File: src/rtl/booth_product_bcd_if.sv
// Start/done bundle between a product producer and the BCD converter.
//
// Handshake: the producer holds `product` and raises `start`; the request is
// taken on a rising clk edge only while `ready` is 1, and `product` is sampled
// on that edge alone. `start` seen while `ready` is 0 is dropped, not queued.
// `done` pulses for exactly one cycle when `sign`/`bcd` have just been
// refreshed. `sign`/`bcd` hold their value until the next `done`.
interface booth_product_bcd_if #(
  parameter int N      = 4,
  parameter int DIGITS = 3
);
  logic                  start;
  logic [2*N-1:0]        product;
  logic                  ready;
  logic                  busy;
  logic                  done;
  logic                  sign;
  logic [4*DIGITS-1:0]   bcd;
  logic [1:0]            state_dbg;

  modport master (
    output start, product,
    input  ready, busy, done, sign, bcd, state_dbg
  );

  modport slave (
    input  start, product,
    output ready, busy, done, sign, bcd, state_dbg
  );
endinterface

File: src/rtl/booth_product_bcd.sv
// Signed 2N-bit product to sign + magnitude BCD, one double-dabble bit per clock.
// IDLE captures sign/magnitude, CONVERT performs 2N add-3/shift steps, DONE
// publishes the result for one cycle and returns to IDLE.
module booth_product_bcd #(
  parameter int N      = 4,
  parameter int DIGITS = 3
) (
  input  logic                 clk,
  input  logic                 reset,
  booth_product_bcd_if.slave   bus
);
  localparam int PW = 2 * N;
  localparam int BW = 4 * DIGITS;
  localparam int CW = $clog2(2 * N + 1);

  typedef enum logic [1:0] {
    S_IDLE    = 2'd0,
    S_CONVERT = 2'd1,
    S_DONE    = 2'd2
  } state_t;

  state_t          state_q, state_d;
  logic [CW-1:0]   count_q, count_d;
  logic [PW-1:0]   mag_q, mag_d;
  logic [BW-1:0]   work_q, work_d;
  logic            sign_r_q, sign_r_d;
  logic            sign_q, sign_d;
  logic [BW-1:0]   bcd_q, bcd_d;

  logic [BW-1:0]   adj;
  logic            last_iter;

  assign last_iter = (count_q == CW'(PW - 1));

  // State register; reset aborts any conversion in flight.
  always_ff @(posedge clk or negedge reset) begin
    if (!reset) state_q <= S_IDLE;
    else        state_q <= state_d;
  end

  // Datapath registers.
  always_ff @(posedge clk or negedge reset) begin
    if (!reset) begin
      count_q  <= '0;
      mag_q    <= '0;
      work_q   <= '0;
      sign_r_q <= 1'b0;
      sign_q   <= 1'b0;
      bcd_q    <= '0;
    end else begin
      count_q  <= count_d;
      mag_q    <= mag_d;
      work_q   <= work_d;
      sign_r_q <= sign_r_d;
      sign_q   <= sign_d;
      bcd_q    <= bcd_d;
    end
  end

  // Next-state logic.
  always_comb begin
    state_d = state_q;
    case (state_q)
      S_IDLE:    if (bus.start) state_d = S_CONVERT;
      S_CONVERT: if (last_iter) state_d = S_DONE;
      S_DONE:    state_d = S_IDLE;
      default:   state_d = S_IDLE;
    endcase
  end

  // Add-3 correction of each BCD digit before the shift; digits never carry
  // into each other because a corrected digit is at most 12 (4 + 3 + 5 max).
  always_comb begin
    adj = work_q;
    for (int i = 0; i < DIGITS; i++) begin
      if (work_q[4*i +: 4] >= 4'd5) adj[4*i +: 4] = work_q[4*i +: 4] + 4'd3;
    end
  end

  // Datapath next values: capture on accept, shift while converting,
  // publish result on the edge that enters DONE.
  always_comb begin
    count_d  = count_q;
    mag_d    = mag_q;
    work_d   = work_q;
    sign_r_d = sign_r_q;
    sign_d   = sign_q;
    bcd_d    = bcd_q;
    case (state_q)
      S_IDLE: begin
        if (bus.start) begin
          sign_r_d = bus.product[PW-1];
          // The most negative product negates to itself, which is the right
          // magnitude when read as unsigned.
          mag_d    = bus.product[PW-1] ? (~bus.product + PW'(1)) : bus.product;
          work_d   = '0;
          count_d  = '0;
        end
      end
      S_CONVERT: begin
        {work_d, mag_d} = {adj, mag_q} << 1;
        count_d         = count_q + CW'(1);
        if (last_iter) begin
          bcd_d  = work_d;
          sign_d = sign_r_q;
        end
      end
      default: ;
    endcase
  end

  // Status outputs decoded from registered state only.
  always_comb begin
    bus.ready     = (state_q == S_IDLE);
    bus.busy      = (state_q == S_CONVERT);
    bus.done      = (state_q == S_DONE);
    bus.state_dbg = state_q;
    bus.sign      = sign_q;
    bus.bcd       = bcd_q;
  end
endmodule

File: src/flat_wrapper.sv
// flat-port wrapper written by rule: the top's interface ports become plain ports
module booth_product_bcd_flat 
#(
  parameter int N      = 4,
  parameter int DIGITS = 3
)
  (clk, reset, bus_start, bus_product, bus_ready, bus_busy, bus_done, bus_sign, bus_bcd, bus_state_dbg);
  booth_product_bcd_if #(.N(N), .DIGITS(DIGITS)) bus_i ();
  input  logic clk;
  input  logic reset;
  input wire logic [$bits(bus_i.start)-1:0] bus_start;
  input wire logic [$bits(bus_i.product)-1:0] bus_product;
  output wire logic [$bits(bus_i.ready)-1:0] bus_ready;
  output wire logic [$bits(bus_i.busy)-1:0] bus_busy;
  output wire logic [$bits(bus_i.done)-1:0] bus_done;
  output wire logic [$bits(bus_i.sign)-1:0] bus_sign;
  output wire logic [$bits(bus_i.bcd)-1:0] bus_bcd;
  output wire logic [$bits(bus_i.state_dbg)-1:0] bus_state_dbg;
  assign bus_i.start = bus_start;
  assign bus_i.product = bus_product;
  assign bus_ready = bus_i.ready;
  assign bus_busy = bus_i.busy;
  assign bus_done = bus_i.done;
  assign bus_sign = bus_i.sign;
  assign bus_bcd = bus_i.bcd;
  assign bus_state_dbg = bus_i.state_dbg;
  booth_product_bcd #(.N(N), .DIGITS(DIGITS)) u_core (.clk(clk), .reset(reset), .bus(bus_i));
endmodule
File: config.mk
export PLATFORM = sky130hd
export DESIGN_NAME = booth_product_bcd_flat
export DESIGN_NICKNAME = d
export VERILOG_FILES = /design/src/rtl/booth_product_bcd_if.sv /design/src/rtl/booth_product_bcd.sv /design/src/flat_wrapper.sv
export SDC_FILE = /design/constraint.sdc
export NUM_CORES = 1
export LEC_CHECK = 0
export CAP_MARGIN = 10
export CORE_MARGIN = 10
export CORE_UTILIZATION = 28
export DETAILED_ROUTE_END_ITERATION = 16
export GPL_ROUTABILITY_DRIVEN = 0
export GPL_TIMING_DRIVEN = 1
export HOLD_SLACK_MARGIN = 0.15
export PLACE_DENSITY = 0.44
export SYNTH_ARGS = -nofsm -noshare
export SYNTH_HDL_FRONTEND = slang
export SYNTH_SLANG_ARGS = --single-unit
File: constraint.sdc
create_clock -name clk -period 4.8 [get_ports clk]
set_input_delay 1.44 -clock clk [delete_from_list [all_inputs] [get_ports clk]]
set_output_delay 1.44 -clock clk [all_outputs]
set_load 0.01 [all_outputs]
==> results of run 1 <==
kinds of logic (layout without fill, tap and decap cells):
logic type / Yosys count / count (layout)
buffers and inverters: 20 / 45
multiplexers: 6 / 6
flip-flops: 40 / 40
AO/OA/AOI/OAI: 58 / 58
AND/OR/NAND/NOR: 67 / 67
adder cells (fa/ha/maj): 8 / 8
XOR/XNOR: 8 / 8
tightest hold or removal path: cells and delay by family (launching register included):
kind / cells / cell delay (ns)
flip-flops: 1 / 0.35
AND/OR/NAND/NOR: 2 / 0.10
registers in the layout, indices dropped and copies added (netlist names):
name	cells
u_core.bus.bcd	12
u_core.work_q	12
u_core.mag_q	8
u_core.count_q	4
u_core.bus.state_dbg	2
u_core.bus.sign	1
u_core.sign_r_q	1
synth_stat cells, drive strengths merged, types with 5 or more instances:
library cell,number
nor3b,6
o21ai,37
ha,8
nand3,12
nor2,5
clkbuf,5
inv,11
a22oi,6
dfrtp,40
mux2,5
a21oi,9
xnor2,6
nand2,29
power breakdown:
part / switching, W / leakage (nW) / total (W) / internal (W)
Clock: 0.000111 / 0.0359 / 0.000205 / 0.0000939
Combinational: 0.000336 / 0.493 / 0.000648 / 0.000312
Sequential: 0.000116 / 0.507 / 0.000603 / 0.000486
Total: 0.000563 / 1.04 / 0.00146 / 0.000892
per-layer routing:
metal | part of all wire (%) | global-route usage, % | wire, µm
met1 | 48 | 10.1 | 2170
met2 | 46 | 13.5 | 2080
met3 | 4.2 | 3.22 | 191
met4 | 1.1 | 3.48 | 49
met5 | 0 | 0 | 0
metrics by stage:
| step | hold WS, ns | cells | setup WS (ns) | total power [W] | utilization (%) |
|---|---|---|---|---|---|
| after floorplan | 0.441 | 207 | 2.37 | 0.00102 | - |
| after global placement | 0.461 | 323 | 1.36 | 0.00127 | 34.2 |
| after detailed placement | 0.465 | 323 | 1.33 | 0.00128 | 34.2 |
| after CTS | 0.484 | 328 | 1.00 | 0.00149 | 35.2 |
| after global routing | 0.506 | 328 | 0.818 | 0.00160 | 35.2 |
| final | 0.477 | 328 | 1.07 | 0.00146 | 35.2 |
cells in the final DEF (no fill, tap or decap), drive strengths merged, types with 4 or more instances in the layout:
cell type and n:
clkbuf 5, nor2 5, nand2b 4, clkdlybuf4s50 27, mux2 5, nor3b 6
a21oi 9, a22oi 6, xnor2 6, nand3 12, inv 11, dfrtp 40
nand2 29, ha 8, o21ai 37
final cells by class:
class,count,area (µm²),area share [%]
well taps,96,120,4.99
inverters,11,41.3,1.72
flip-flops and latches,40,1000,41.6
multi-input cells,147,891,37.0
repair buffers,29,283,11.8
clock buffers,5,68.8,2.86
how the worst max path moves through the flow:
stage,end,slack (ns),cells after the start
5_1_grt,bus_busy,0.82,3
2_1_floorplan,bus_busy,2.37,3
4_1_cts,bus_busy,1.00,3
3_3_place_gp,bus_busy,1.36,3
6_report,bus_busy,1.07,3
3_5_place_dp,bus_busy,1.33,3
==> results.md, run 1 <==
- The clock tree from TritonCTS is done.
- The number of failing setup endpoints in the final timing report is 0.
- The data arrival at the endpoint of the critical path is 2.29 ns.
- Cells with a size suffix above 1 make up 5.60% of the layout.
- The layout net count is 253.
- The count of hold buffers inserted by post-cts repair is 0.
- The first global-routing pass estimated 7650 µm of wire.
- The final setup skew is 0.00292 ns.
- The number of H-tree branching levels is 2.
- The number of instances in the synthesized netlist is 207.
- The ratio of routed vias to standard cells is 4.63.
- Dividing total power by cell area gives a power density of 605 nW/µm².
- The synthesized netlist devotes 16.8% of its cell area to simple gates.
- Summing every instance area after synthesis gives 1980 µm².
- IR analysis of the VDD net gives a maximum drop of 137 µV.
- The count of max-cap constraint violations is 0.
- The number of port buffers is 28.
- The area share of the largest cell type after synthesis is 50.4%.
- The overall track demand over capacity in global routing is 8.53%.
- On the worst path, the slowest cell contributes a delay of 0.61 ns.
- The via count of the first global-routing pass is 1555.
- The detailed placement HPWL is 3280 µm.
- The count of pins over their slew limit is 0.
- The share of synthesized area occupied by flip-flops and latches is 50.4%.
- The number of buffers and inverters on the critical path is 2.
- After synthesis, the mean cell area works out to 9.59 µm².
- For this run the aggregate overflow at the end of global routing stands at 0.
- The I/O pin total is 29.
- The number of iterations in the first detailed-routing pass is 4.
- The number of routed nets with antenna violations is 0.
- The total negative slack for setup checks is 0 ns.
- In this run the worst setup path begins at u_core.bus.state_dbg[1].
- The finished layout cell area is 2400 µm².
- The number of clock sinks is 40.
- Summing the areas of all compound-gate instances in the mapped netlist gives 16.2% of the synthesized area.
- The starting density of the core is 29.0%.
- The top flip-flop cell by instance count after synthesis is dfrtp_1.
- The kind of start point of the critical path is a flop.
- The sort of element at the end of the critical path is an output port.
- The slew at the pin closest to its max-slew limit is 0.912 ns.
- The layout has 753 filler cells.
- The repair_antennas step left the layout with diodes totalling 0.
- After Yosys synthesis, full adders, half adders and majority gates account for 5.04% of the synthesized area.
- The worst hold path was traced through 2 stages.
- The source of the worst hold timing path is u_core.sign_r_q.
- The setup check on the worst reg-to-reg path leaves a slack of 2.14 ns.
- The shortest period the worst path allows is 3.73 ns.
- After synthesis the netlist holds a flip-flop and latch count of 40.
- Summed over all cells, the static leakage comes to 1.04 nW.
- The number of antenna violations at the first check in global routing is 0.
- After detailed routing, the average wire length per cell comes to 13.7 µm.
- The cell family with the largest share of critical-path delay is buffers and inverters.
- Entering global routing, the biggest net connects 41 pins.
- The max-slew headroom at the worst pin is 39.2%.
- The dominant combinational cell family by area after synthesis is simple AND/OR/NAND/NOR gates.
- In this run, the number of DRC markers left after iteration 0 of detailed routing was 47.
- The total die area is 10900 µm².
- In this run the post-CTS setup repair buffer count came out at 0.
- The number of hold violations in the final report is 0.
- Setup repair after global routing left no endpoint under its margin.
- The maximum number of buffers from clock root to sink is 2.
- The setup path with the least slack is of type reg -> out.
- The number of enable-type register cells in the synthesized netlist is 0.
- The number of distinct standard cells referenced by the synthesized netlist is 33.
- The destination of the worst register-to-register timing path is u_core.bus.sign.
- In this run the cell area measured after placement is 2340 µm².
- The floorplan die width is 104 µm.
- Walking the worst path, the cells encountered are nand2b_1 > inv_2 > clkdlybuf4s50_1.
- The number of cells upsized or downsized after cts is 0.
- Detailed routing inserted a total of 1517 vias.
- For this run, asynchronously set or reset flops after synthesis account for 100%.
- The flow ran to the end, and the final reports show no timing, DRC or antenna violations.
- Counting the buffers created by CTS gives 5.
- Ranked by total cell area, the synthesized netlist is headed by dfrtp_1 (50%), o21ai_0 (7.1%), nand2_1 (5.5%).
- The cell sitting at the root of the clock tree is a clkbuf_8.
- The clock latency at the later pin of the worst-skew pair is 0.29 ns.
- For this run, the top clock speed supported by timing is 268 MHz.
- The worst hold path belongs to the class reg -> reg.
- After detailed routing, the number of remaining DRC violations is 0.
- For hold timing, the worst endpoint is u_core.sign_r_q.
- The library cell contributing the largest single delay on the critical path is clkdlybuf4s50_1.
- The floorplan has 30 rows.
- The area of the core region is 6830 µm².
- The synthesized netlist net count is 226.
- The vertical die dimension is 104 µm.
- The depth of the most critical reg-to-reg path is 5.
- The area growth from synthesis to layout is 21.2%.
- Of the available clock period, the critical path in the final layout requires 77.7%.
- The mux contribution to synthesized area is 3.34%.
- At the worst endpoint, the required time is 3.36 ns.
- For this run, the number of Yosys warnings is 0.
- The worst register-to-register path begins at u_core.bus.state_dbg[1].
- The clock slew seen by the registers of the worst setup and hold paths is 0.07 ns.
- The maximum net fanout on the critical path is 21.
- The library cell occupying the most area in the post-synthesis netlist is dfrtp_1.
- Summing the areas of all xor and xnor instances in the mapped netlist gives 3.53% of the synthesized area.
- The sum of routed wire length over all layers is 4500 µm.
Power figures use the tool's default switching activity.
==> inputs of run 2 (changes only) <==
==> constraint.sdc (replaced) <==
create_clock -name clk -period 3.7 [get_ports clk]
set_input_delay 1.11 -clock clk [delete_from_list [all_inputs] [get_ports clk]]
set_output_delay 1.11 -clock clk [all_outputs]
set_load 0.01 [all_outputs]
==> results.md, run 2 (synthesized netlist as in run 1, its figures left out) <==
- The run finished with clean final reports.
- The detailed placement HPWL came to 3190 µm (-2.7%).
- The sum of routed wire length over all layers is 4570 µm (+1.6%).
- The data arrival at the endpoint of the critical path is 1.64 ns (-0.65 ns).
- The maximum number of pins on one net before global-route repair came to 41 (unchanged).
- The fraction of final layout cells sized beyond drive strength 1 came to 7.14% (+1.5 points).
- The worst setup path is launched from a flop.
- The cell area after placement is 2360 µm² (+0.96%).
- The ratio of final minimum period to clock period is 74.4%.
- The worst-case vdd ir drop is 189 µV (+38%).
- The power density of the placed cells is 796 nW/µm² (+31%).
- The cell depth of the worst min-delay path is 2 (unchanged).
- The number of clock sinks is 40 (unchanged).
- The switching power is 0.000745 W (+32%).
- The total negative slack for setup checks is 0 ns (unchanged).
- The first-pass GRT wire length is 7470 µm (-2.3%).
- The final setup skew came to 0.00218 ns (-0.000734 ns).
- Leaving out fill and tap cells, the most frequent cell in the layout is dfrtp_1.
- The internal power contribution was 0.00120 W (+35%).
- The number of non-filler instances in the completed layout is 334 (+1.8%).
- The ratio of routed vias to standard cells is 4.60 (-0.57%).
- The cell chosen for the clock root is clkbuf_8.
- The aggregate global routing overflow is 0 (unchanged).
- The count of hold buffers inserted by post-cts repair is 0 (unchanged).
- The path with the worst hold slack has its endpoint at u_core.sign_r_q.
- The count of max-cap constraint violations is 0 (unchanged).
- The post-detailed-route DRC marker count is 0 (unchanged).
- The number of failing setup endpoints in the final timing report is 0 (unchanged).
- The share of total power consumed by net switching came to 38.2% (-0.45 points).
- The first-iteration detailed-routing DRC count came to 65 (+38%).
- STA classifies the critical path endpoint as an output port.
- The instance count after placement with tap cells included is 326 (+0.93%).
- The number of H-tree branching levels is 2 (unchanged).
- The part of the total power dissipated in combinational logic was 45.3% (+0.8 points).
- The beginning of the worst register-to-register path is u_core.work_q[0].
- The number of cells upsized or downsized after cts is 0 (unchanged).
- The vertical die dimension is 104 µm (unchanged).
- The area of the core region is 6830 µm² (unchanged).
- The total clock buffers created by CTS is 5 (unchanged).
- The destination of the worst register-to-register timing path is u_core.bus.bcd[2].
- The number of buffers inserted to repair setup after CTS is 0 (unchanged).
- The antenna diode instance count was 0 (unchanged).
- The number of hold violations in the final report came to 0 (unchanged).
- The shortest period the worst path allows is 2.75 ns.
- The layout net count is 256 (+1.2%).
- The max-slew headroom at the worst pin is 39.6% (+0.43 points).
- The finished layout cell area was 2450 µm² (+1.8%).
- The total die area is 10900 µm² (unchanged).
- The worst hold slack is 0.479 ns (+0.00169 ns).
- The number of antenna violations at the first check in global routing came to 0 (unchanged).
- The maximum number of buffers from clock root to sink is 2 (unchanged).
- The required time reported for the critical path endpoint is 2.59 ns (-0.77 ns).
- The routed wire length per instance is 13.7 µm (-0.25%).
- The class of the most critical hold timing path is reg -> reg.
- The clock latency at the later pin of the worst-skew pair is 0.29 ns (about the same).
- The depth of the most critical reg-to-reg path is 6 (+1).
- From synthesis to final layout, the design area changed by 23.4%.
- The slew at the pin closest to its max-slew limit was 0.905 ns (-0.00639 ns).
- The clock group share of total power came to 15.5% (+1.4 points).
- Setup repair after global routing left no endpoint under its margin.
- The overall track demand over capacity in global routing is 8.40% (-0.13 points).
- The routed via count came to 1536 (+1.3%).
- The I/O pin total is 29 (unchanged).
- The overall power after layout is 0.00195 W (+34%).
- The maximum net fanout on the critical path is 14 (-33%).
- The via count of the first global-routing pass is 1522 (-2.1%).
- The clock slew seen by the registers of the worst setup and hold paths is 0.07 ns (about the same).
- The critical path is of the reg -> out type.
- The share of power burned in registers is 39.2% (-2.2 points).
- TritonCTS built the clock tree.
- The number of routed nets with antenna violations is 0 (unchanged).
- The number of iterations in the first detailed-routing pass is 4 (unchanged).
- The count of filler cells inserted in the layout is 730 (-3.1%).
- In this run the most critical hold path is launched from u_core.sign_r_q.
- The floorplan die width is 104 µm (unchanged).
- Based on the critical path, the design can be clocked at up to 363 MHz.
- In the layout the commonest cells are dfrtp_1 (40), nand2_1 (29), o21ai_0 (28).
- The starting density of the core came to 29.0% (unchanged).
- The number of port buffers is 28 (unchanged).
- The number of placement rows was 30 (unchanged).
- The count of pins over their slew limit is 0 (unchanged).
- The setup slack on the worst flop-to-flop path is 2.00 ns (-0.14 ns).
- The static leakage is 1.06 nW (+2.4%).
[run 2: worst max-delay path by stage]
stage / from / end / slack (ns) / cells past startpoint
after floorplan: u_core.bus.state_dbg[1] / bus_busy / 1.60 / 3
after global placement: bus_start / u_core.mag_q[0] / 0.97 / 5
after detailed placement: bus_start / u_core.work_q[6] / 0.93 / 5
after CTS: u_core.bus.state_dbg[1] / bus_busy / 0.93 / 3
after global routing: u_core.bus.state_dbg[1] / bus_busy / 0.87 / 3
final: u_core.bus.state_dbg[1] / bus_busy / 0.95 / 3
[run 2: worst max-delay path, stage by stage (launching register included)]
cell             delay [ns]
dfrtp_1                0.38
nand2b_1               0.17
inv_2                  0.20
clkdlybuf4s50_1        0.60
[run 2: cell type report]
| type | count | area (µm²) | area share [%] |
|---|---|---|---|
| Clock buffer | 8 | 90.1 | 3.68 |
| Inverter | 11 | 41.3 | 1.69 |
| Multi-Input combinational cell | 147 | 891 | 36.4 |
| Sequential cell | 40 | 1000 | 40.9 |
| Tap cell | 96 | 120 | 4.91 |
| Timing Repair Buffer | 32 | 305 | 12.5 |
[run 2: power by group through the flow]
| stage | Combinational, W | Clock (W) | Sequential (W) |
|---|---|---|---|
| 2_1_floorplan | 0.000536 | 0 | 0.000783 |
| 3_3_place_gp | 0.000895 | 0 | 0.000772 |
| 3_5_place_dp | 0.000907 | 0 | 0.000773 |
| 4_1_cts | 0.000908 | 0.000315 | 0.000765 |
| 5_1_grt | 0.00101 | 0.000331 | 0.000794 |
| 6_report | 0.000883 | 0.000302 | 0.000763 |
[run 2: routing by layer]
metal / vias up / wire, µm / track usage [%]
met5: - / 0 / 0
met4: 0 / 75 / 3.88
met3: 8 / 224 / 2.48
met2: 30 / 2050 / 13.8
met1: 720 / 2220 / 9.83
li1: 778 / - / -
[run 2: through the flow]
stage          setup WS [ns]  util, %
4_1_cts                0.929     35.8
3_3_place_gp           0.974     34.5
5_1_grt                0.866     35.8
2_1_floorplan           1.60        -
6_report               0.946     35.8
3_5_place_dp           0.933     34.5
